[config.mk]
export PLATFORM = sky130hd
export DESIGN_NAME = posit_extract_pipe_es3
export DESIGN_NICKNAME = d
export VERILOG_FILES = /design/src/rtl/posit_extract_pipe_es3.sv
export SDC_FILE = /design/constraint.sdc
export NUM_CORES = 1
export LEC_CHECK = 0
export ABC_AREA = 1
export BUFFER_PORTS_ARGS = -buffer_cell sky130_fd_sc_hd__buf_2
export CORE_ASPECT_RATIO = 1.4
export CORE_UTILIZATION = 30
export CTS_CLUSTER_DIAMETER = 100
export CTS_CLUSTER_SIZE = 40
export DETAILED_ROUTE_END_ITERATION = 10
export PLACE_DENSITY = 0.55
export SLEW_MARGIN = 20
export SYNTH_ARGS = -nofsm -noshare
export SYNTH_HDL_FRONTEND = slang
export SYNTH_SLANG_ARGS = --single-unit
export TNS_END_PERCENT = 1
[constraint.sdc]
create_clock -name clk -period 2.4 [get_ports clk]
set_input_delay 0.12 -clock clk [delete_from_list [all_inputs] [get_ports clk]]
set_output_delay 0.12 -clock clk [all_outputs]
set_load 0.05 [all_outputs]
[src/rtl/posit_extract_pipe_es3.sv]
// Purpose: unpack a 32-bit es=3 posit into sign, signed scale, 26-bit fraction and inf/zero flags.
// Latency: 3 cycles (S1 sign/abs/specials, S2 regime count, S3 shift and assemble); 1 word/cycle.
// Backpressure: one global advance = !out_valid || out_ready stalls every stage together; in_ready = advance.
module posit_extract_pipe_es3 #(
  parameter int NBITS = 32,
  parameter int ES    = 3
) (
  input  logic             clk,
  input  logic             reset,
  input  logic [NBITS-1:0] in_data,
  input  logic             in_valid,
  output logic             in_ready,
  output logic [37:0]      out_data,
  output logic             out_valid,
  input  logic             out_ready
);

  // Bits left after the sign, the leading regime bit and its first follower.
  localparam int TW = NBITS - 3;
  // Fraction width: whatever trails the exponent field.
  localparam int FW = TW - ES;

  logic advance;

  // Stage 1 state: magnitude and special flags.
  logic          s1_vld_q, s1_vld_d;
  logic          s1_sgn_q, s1_sgn_d;
  logic          s1_zero_q, s1_zero_d;
  logic          s1_inf_q, s1_inf_d;
  logic [30:0]   s1_abs_q, s1_abs_d;

  // Stage 2 state: regime polarity, run length and the bits below the regime's first follower.
  logic          s2_vld_q, s2_vld_d;
  logic          s2_sgn_q, s2_sgn_d;
  logic          s2_zero_q, s2_zero_d;
  logic          s2_inf_q, s2_inf_d;
  logic          s2_rbit_q, s2_rbit_d;
  logic [4:0]    s2_m_q, s2_m_d;
  logic [TW-1:0] s2_body_q, s2_body_d;

  // Stage 3 state: the assembled output word.
  logic          s3_vld_q, s3_vld_d;
  logic [37:0]   s3_dat_q, s3_dat_d;

  // Combinational helpers.
  logic [30:0]   flip;
  logic [4:0]    lz;
  logic [TW-1:0] tail;
  logic [ES-1:0] exp_v;
  logic [FW-1:0] frac_v;
  logic [8:0]    k9;
  logic [8:0]    scale9;

  assign advance   = !s3_vld_q || out_ready;
  assign in_ready  = advance;
  assign out_valid = s3_vld_q;
  assign out_data  = s3_dat_q;

  // S1: detect the two special encodings, record sign, take two's-complement magnitude.
  always_comb begin
    s1_vld_d  = s1_vld_q;
    s1_sgn_d  = s1_sgn_q;
    s1_zero_d = s1_zero_q;
    s1_inf_d  = s1_inf_q;
    s1_abs_d  = s1_abs_q;
    if (advance) begin
      s1_vld_d  = in_valid;
      s1_sgn_d  = in_data[NBITS-1];
      s1_zero_d = (in_data == '0);
      s1_inf_d  = (in_data == {1'b1, {(NBITS-1){1'b0}}});
      // Only the low 31 bits of the magnitude matter; bit 31 is zero for every non-special word.
      s1_abs_d  = in_data[NBITS-1] ? (~in_data[30:0] + 31'd1) : in_data[30:0];
    end
  end

  // S2: regime run length = leading zeros after inverting a ones-run, so one counter serves both polarities.
  always_comb begin
    flip = s1_abs_q[30] ? ~s1_abs_q : s1_abs_q;
    lz   = 5'd31;
    for (int i = 0; i < 31; i++) begin
      if (flip[i]) lz = 5'(30 - i);
    end
    s2_vld_d  = s2_vld_q;
    s2_sgn_d  = s2_sgn_q;
    s2_zero_d = s2_zero_q;
    s2_inf_d  = s2_inf_q;
    s2_rbit_d = s2_rbit_q;
    s2_m_d    = s2_m_q;
    s2_body_d = s2_body_q;
    if (advance) begin
      s2_vld_d  = s1_vld_q;
      s2_sgn_d  = s1_sgn_q;
      s2_zero_d = s1_zero_q;
      s2_inf_d  = s1_inf_q;
      s2_rbit_d = s1_abs_q[30];
      s2_m_d    = lz;
      s2_body_d = s1_abs_q[TW-1:0];
    end
  end

  // S3: drop the rest of the regime and its terminator, split exponent/fraction, build the scale.
  always_comb begin
    // Run length m >= 1, so shifting the body left by m-1 discards exactly regime + terminator;
    // shifts of TW or more (m = 30, 31) leave zero, which zero-pads exponent and fraction.
    tail   = s2_body_q << (s2_m_q - 5'd1);
    exp_v  = tail[FW +: ES];
    frac_v = tail[FW-1:0];
    k9     = s2_rbit_q ? ({4'd0, s2_m_q} - 9'd1) : (9'd0 - {4'd0, s2_m_q});
    scale9 = (k9 << ES) + {{(9-ES){1'b0}}, exp_v};
    s3_vld_d = s3_vld_q;
    s3_dat_d = s3_dat_q;
    if (advance) begin
      s3_vld_d = s2_vld_q;
      if (s2_zero_q) begin
        s3_dat_d = 38'd1;
      end else if (s2_inf_q) begin
        s3_dat_d = {1'b1, 35'd0, 2'b10};
      end else begin
        s3_dat_d = {s2_sgn_q, scale9, frac_v, 2'b00};
      end
    end
  end

  // Pipeline registers; reset drops every in-flight word and clears the output word.
  always_ff @(posedge clk) begin
    if (reset) begin
      s1_vld_q  <= 1'b0;
      s1_sgn_q  <= 1'b0;
      s1_zero_q <= 1'b0;
      s1_inf_q  <= 1'b0;
      s1_abs_q  <= '0;
      s2_vld_q  <= 1'b0;
      s2_sgn_q  <= 1'b0;
      s2_zero_q <= 1'b0;
      s2_inf_q  <= 1'b0;
      s2_rbit_q <= 1'b0;
      s2_m_q    <= '0;
      s2_body_q <= '0;
      s3_vld_q  <= 1'b0;
      s3_dat_q  <= '0;
    end else begin
      s1_vld_q  <= s1_vld_d;
      s1_sgn_q  <= s1_sgn_d;
      s1_zero_q <= s1_zero_d;
      s1_inf_q  <= s1_inf_d;
      s1_abs_q  <= s1_abs_d;
      s2_vld_q  <= s2_vld_d;
      s2_sgn_q  <= s2_sgn_d;
      s2_zero_q <= s2_zero_d;
      s2_inf_q  <= s2_inf_d;
      s2_rbit_q <= s2_rbit_d;
      s2_m_q    <= s2_m_d;
      s2_body_q <= s2_body_d;
      s3_vld_q  <= s3_vld_d;
      s3_dat_q  <= s3_dat_d;
    end
  end

endmodule

### Word level (Yosys, flattened, before mapping)

Cells that the tools add are included.

| word-level totals | value |
|---|---|
| flip-flop bits (word level) | 113 |
| input bits | 36 |
| output and inout port bits | 40 |
| word-level logic and storage cells | 62 |

| operators by class | value |
|---|---|
| $add $sub $neg | 5 |
| equal/unequal tests | 1 |
| shift-type cells | 1 |
| multiplexer cells | 36 |
| bitwise logic cells | 2 |
| reduce and logical (&&, ||, !) cells | 3 |

Operator list:

| cell | count |
|---|---|
| 2-to-1 mux 5 bit | 30 |
| 2-to-1 mux 38 bit | 2 |
| 2-to-1 mux 31 bit | 2 |
| NOT 31 bit | 2 |
| == test 32 bit (second input constant) | 1 |
| zero test 32 bit | 1 |
| adder 31 x 1 -> 31 bit (second input constant) | 1 |
| left shift 29 x 5 -> 29 bit | 1 |
| adder 9 x 3 -> 9 bit | 1 |
| 2-to-1 mux 6 bit | 1 |
| subtractor 1 x 5 -> 6 bit (first input constant) | 1 |
| subtractor 5 x 1 -> 6 bit (second input constant) | 1 |
| subtractor 5 x 1 -> 5 bit (second input constant) | 1 |
| zero test 1 bit | 1 |
| logical OR 1 bit | 1 |
| 2-to-1 mux 1 bit | 1 |

### Logic depth before layout (Yosys ltp)

| depth | value |
|---|---|
| word-level depth | 33 |
| depth in mapped cells | 32 |
| mapped depth without buffers | 31 |

### Worst setup path before layout

No wires, ideal clock.

| timing path | value |
|---|---|
| path type | register -> register |
| from | register s2_m_q[0] |
| to | register s3_dat_q[29] (netlist: out_data[29]) |
| library setup time | 0.109 ns |
| arrival | 2.159 ns |
| data required time | 2.291 ns |
| slack | 0.132 ns |
| stages on the path, launching flop included | 13 |
| buffers on the path | 3 |
| clock period less this slack | 2.268 ns |
| path through | dfxtp_1 buf_2 inv_2 ha_1 inv_1 buf_2 clkbuf_1 mux2i_1 mux2i_1 o211ai_1 nand3_1 nand2_1 inv_1 |

| on the way | value |
|---|---|
| longest elaborated chain between the ends | 5 |

RTL lines:

| item | line | source |
|---|---|---|
| start: declaration | 38 | `logic [4:0] s2_m_q, s2_m_d;` |
| start signal: assignment | 152 | `s2_m_q <= s2_m_d;` |
| subtractor 5 x 1 -> 5 bit | 105 | `tail = s2_body_q << (s2_m_q - 5'd1);` |
| left shift 29 x 5 -> 29 bit | 105 |  |
| adder 9 x 3 -> 9 bit | 109 | `scale9 = (k9 << ES) + {{(9-ES){1'b0}}, exp_v};` |
| 2-to-1 mux 38 bit | 116 | `end else if (s2_inf_q) begin` |
| 2-to-1 mux 38 bit | 114 | `if (s2_zero_q) begin` |
| end signal: assignment | 155 | `s3_dat_q <= s3_dat_d;` |
| end: declaration | 43 | `logic [37:0] s3_dat_q, s3_dat_d;` |

No other way between the ends.
A chain may end at the register's enable or synchronous reset.

### Worst setup path in the final report

| timing path | value |
|---|---|
| from | register s2_m_q[0] |
| to | register s3_dat_q[28] (netlist: out_data[28]) |

Same word-level chain as after synthesis.

==> results.sh <==
export IMPL_setup_viol=0
export IMPL_slew_headroom_pct=56.1
export IMPL_first_pass_iters=5
export IMPL_placed_area_um2=7250
export IMPL_syn_area_um2=6540
export IMPL_final_max_slew_viol_count=0
export IMPL_fillers=2304
export IMPL_cp_required_ns=2.77
export IMPL_yosys_register_bits=113
export IMPL_synth_edff_count=0
export IMPL_cts_buffers=17
export IMPL_crit_arrival_ns=2.53
export IMPL_synth_nets=995
export IMPL_hold_path_startpoint="in_data[27]"
export IMPL_crit_path_end_kind="flop"
export IMPL_place_gp_congestion=0.909
export IMPL_yosys_area_top_type="dfxtp_1"
export IMPL_dp_slack_ns=-0.153
export IMPL_ant_nets=0
export IMPL_crit_fanout=38
export IMPL_wl_um=17500
export IMPL_die_x_um=127
export IMPL_drive_above_1_share_pct=17.5
export IMPL_skew_ns=0.0113
export IMPL_synth_compound_area_share_pct=22.3
export IMPL_vdd_drop_max_uv=503
export IMPL_async_reset_ff_share_pct=0
export IMPL_p_comb_share_pct=32.9
export IMPL_cts_tree="yes"
export IMPL_wl_per_cell_um=13.5
export IMPL_ys_warn_count=0
export IMPL_root_buffer="clkbuf_16"
export IMPL_grt_max_degree=112
export IMPL_postLayoutCellArea_um2=7890
export IMPL_period_minus_slack_ns=2.17
export IMPL_powerDensity_nw_per_um2=903
export IMPL_portBuffers=75
export IMPL_ios=76
export IMPL_crit_type="flop to flop"
export IMPL_crit_path_start="s2_m_q[0]"
export IMPL_num_antenna_cells=0
export IMPL_clk_pin_slew_ns=0.05
export IMPL_cts_sinks=113
export IMPL_worst_slack_ns=0.233
export IMPL_grt_pass1_vias=5979
export IMPL_synth_xor_area_share_pct=5.61
export IMPL_grt_usage_pct=16.6
export IMPL_period_share_pct=90.3
export IMPL_drc_errors=0
export IMPL_swShare_pct=36.1
export IMPL_r2r_start="s2_m_q[0]"
export IMPL_synth_top_family_by_area="simple AND/OR/NAND/NOR gates"
export IMPL_area_growth_pct=20.7
export IMPL_synthFlopType="dfxtp_1"
export IMPL_critPathLaunchType="flop"
export IMPL_synth_area_top_cells="dfxtp_1 (35%), nand2_1 (13%), o21ai_0 (8.3%)"
export IMPL_ys_seq_area_share_pct=34.6
export IMPL_leakagePower_nw=3.53
export IMPL_fp_dieH_um=177
export IMPL_post_synth_and_or_nand_nor_area_fraction_pct=24.0
export IMPL_htree_levels=4
export IMPL_postCtsSetupBuffers=0
export IMPL_clockPowerShare_pct=36.1
export IMPL_synth_cell_types=48
export IMPL_coreArea_um2=21300
export IMPL_drt_iter0_drc=403
export IMPL_rows=63
export IMPL_max_freq_mhz=461
export IMPL_rsz0062_at_grt="yes"
export IMPL_finalNetCount=1061
export IMPL_max_cap_viol_count=0
export IMPL_hold_viol=0
export IMPL_grt_overflow_total=0
export IMPL_antenna_found_initial=0
export IMPL_worst_slew_pin_slew_ns=0.658
export IMPL_die_area_um2=22400
export IMPL_synth_top_area_share_pct=34.6
export IMPL_vias=6319
export IMPL_sequentialPowerShare_pct=31.0
export IMPL_grt_pass1_wl_um=29600
export IMPL_synthesis_area_per_instance_um2=6.83
export IMPL_switching_power_w=0.00257
export IMPL_synthAdderAreaFrac_pct=0.383
export IMPL_synthCells=957
export IMPL_status="complete, no violations"
export IMPL_p_int_w=0.00455
export IMPL_start_util_pct=30.7
export IMPL_synthMuxAreaShare_pct=3.83
export IMPL_hold_class="primary input to flop"
export IMPL_vias_per_cell=4.88
export IMPL_clk_path_buf_depth=2
export IMPL_dp_hpwl_um=13000
export IMPL_clk_latency_ns=0.42
## layer usage
metal	global-route usage, %	vias to the layer above	share of wire [%]
met5	0	-	0
met4	6.75	0	2.5
met3	3.30	31	3.3
met2	28.2	154	47
met1	20.6	2820	47
li1	-	3314	-
## through the flow
step,TNS (ns),cells,total power [W],util [%],hold slack (ns)
3_3_place_gp,-0.119,1262,0.00457,34.1,0.390
4_1_cts,0,1295,0.00718,37.0,0.000741
3_5_place_dp,-0.153,1262,0.00459,34.1,0.398
6_report,0,1295,0.00713,37.1,0.0137
5_1_grt,-0.165,1295,0.00756,37.1,0.0347
2_1_floorplan,0,957,0.00393,-,0.277
## synth_stat cells, drive strengths merged (2+ instances only)
cell type and count:
ha 2, a32oi 2, nor2 72, dfxtp 113, a21oi 75, a31oi 7
o211ai 14, nand3 30, o221ai 20, xor2 8, clkbuf 47, o21ai 115
nor4 7, xnor2 33, nand4 2, o21bai 6, nor3 19, and2 2
mux2i 25, buf 14, nand2 238, a22oi 5, inv 92, o31ai 2
## state kept, by name (all words and copies together), names as in the netlist, 5 cells and up
signal     cells
s2_m_q         5
s1_abs_q      31
out_data      38
s2_body_q     29
## power by group through the flow
stage | sequential (W) | clock, W | combinational [W]
after detailed placement | 0.00225 | 0 | 0.00234
final | 0.00221 | 0.00257 | 0.00234
after global routing | 0.00223 | 0.00272 | 0.00261
after CTS | 0.00221 | 0.00263 | 0.00234
after global placement | 0.00225 | 0 | 0.00232
after floorplan | 0.00256 | 0 | 0.00136
## cells in the final DEF, fill, tap and decap left out, types with 14 or more instances in the layout
master     count
buf_4         29
buf_2         75
nand3_1       29
mux2i_1       24
o21ai_0      109
dfxtp_1      110
inv_1         79
nor2_1        69
a21oi_1       74
o211ai_1      14
xnor2_1       32
clkbuf_16     17
o221ai_1      19
nand2_1      233
## kinds of logic (layout without fill, tap and decap cells)
logic type               after synthesis  in the layout
buffers and inverters                154            232
adder cells (fa/ha/maj)                2              2
AO/OA/AOI/OAI                        251            251
multiplexers                          25             25
flip-flops                           113            113
XOR/XNOR                              41             41
AND/OR/NAND/NOR                      371            371
## worst max-delay path: stages (launching register included)
cell and delay [ns]:
dfxtp_1 0.33, buf_4 0.24, o21ai_0 0.38, o21ai_0 0.17, or2_2 0.31, mux2i_1 0.26
o21ai_0 0.14, o21ai_0 0.17, nand2_1 0.06, inv_1 0.05
## worst paths after layout
path                       end  cells past startpoint  slack, ns
setup / recovery  out_data[28]                      9       0.23
hold / removal    s1_abs_q[27]                      3       0.01
setup reg to reg  out_data[28]                      9       0.23
hold reg to reg       s2_vld_q                      2       0.46
## timing repair
action                                  in CTS  in global routing
endpoints found under the hold margin        2                  0
endpoints found under the setup margin       0                  2
gates resized for setup                      0                  9
hold buffers                                 2                  0
## cell type report
| type | instances | area [um2] | area share (%) |
|---|---|---|---|
| multi-input cells | 690 | 3690 | 46.8 |
| clock inverters | 11 | 136 | 1.73 |
| clock buffers | 20 | 467 | 5.92 |
| inverters | 93 | 349 | 4.42 |
| flip-flops and latches | 113 | 2270 | 28.8 |
| well taps | 260 | 325 | 4.12 |
| repair buffers | 108 | 653 | 8.28 |
(Power assumes the default switching activity.)
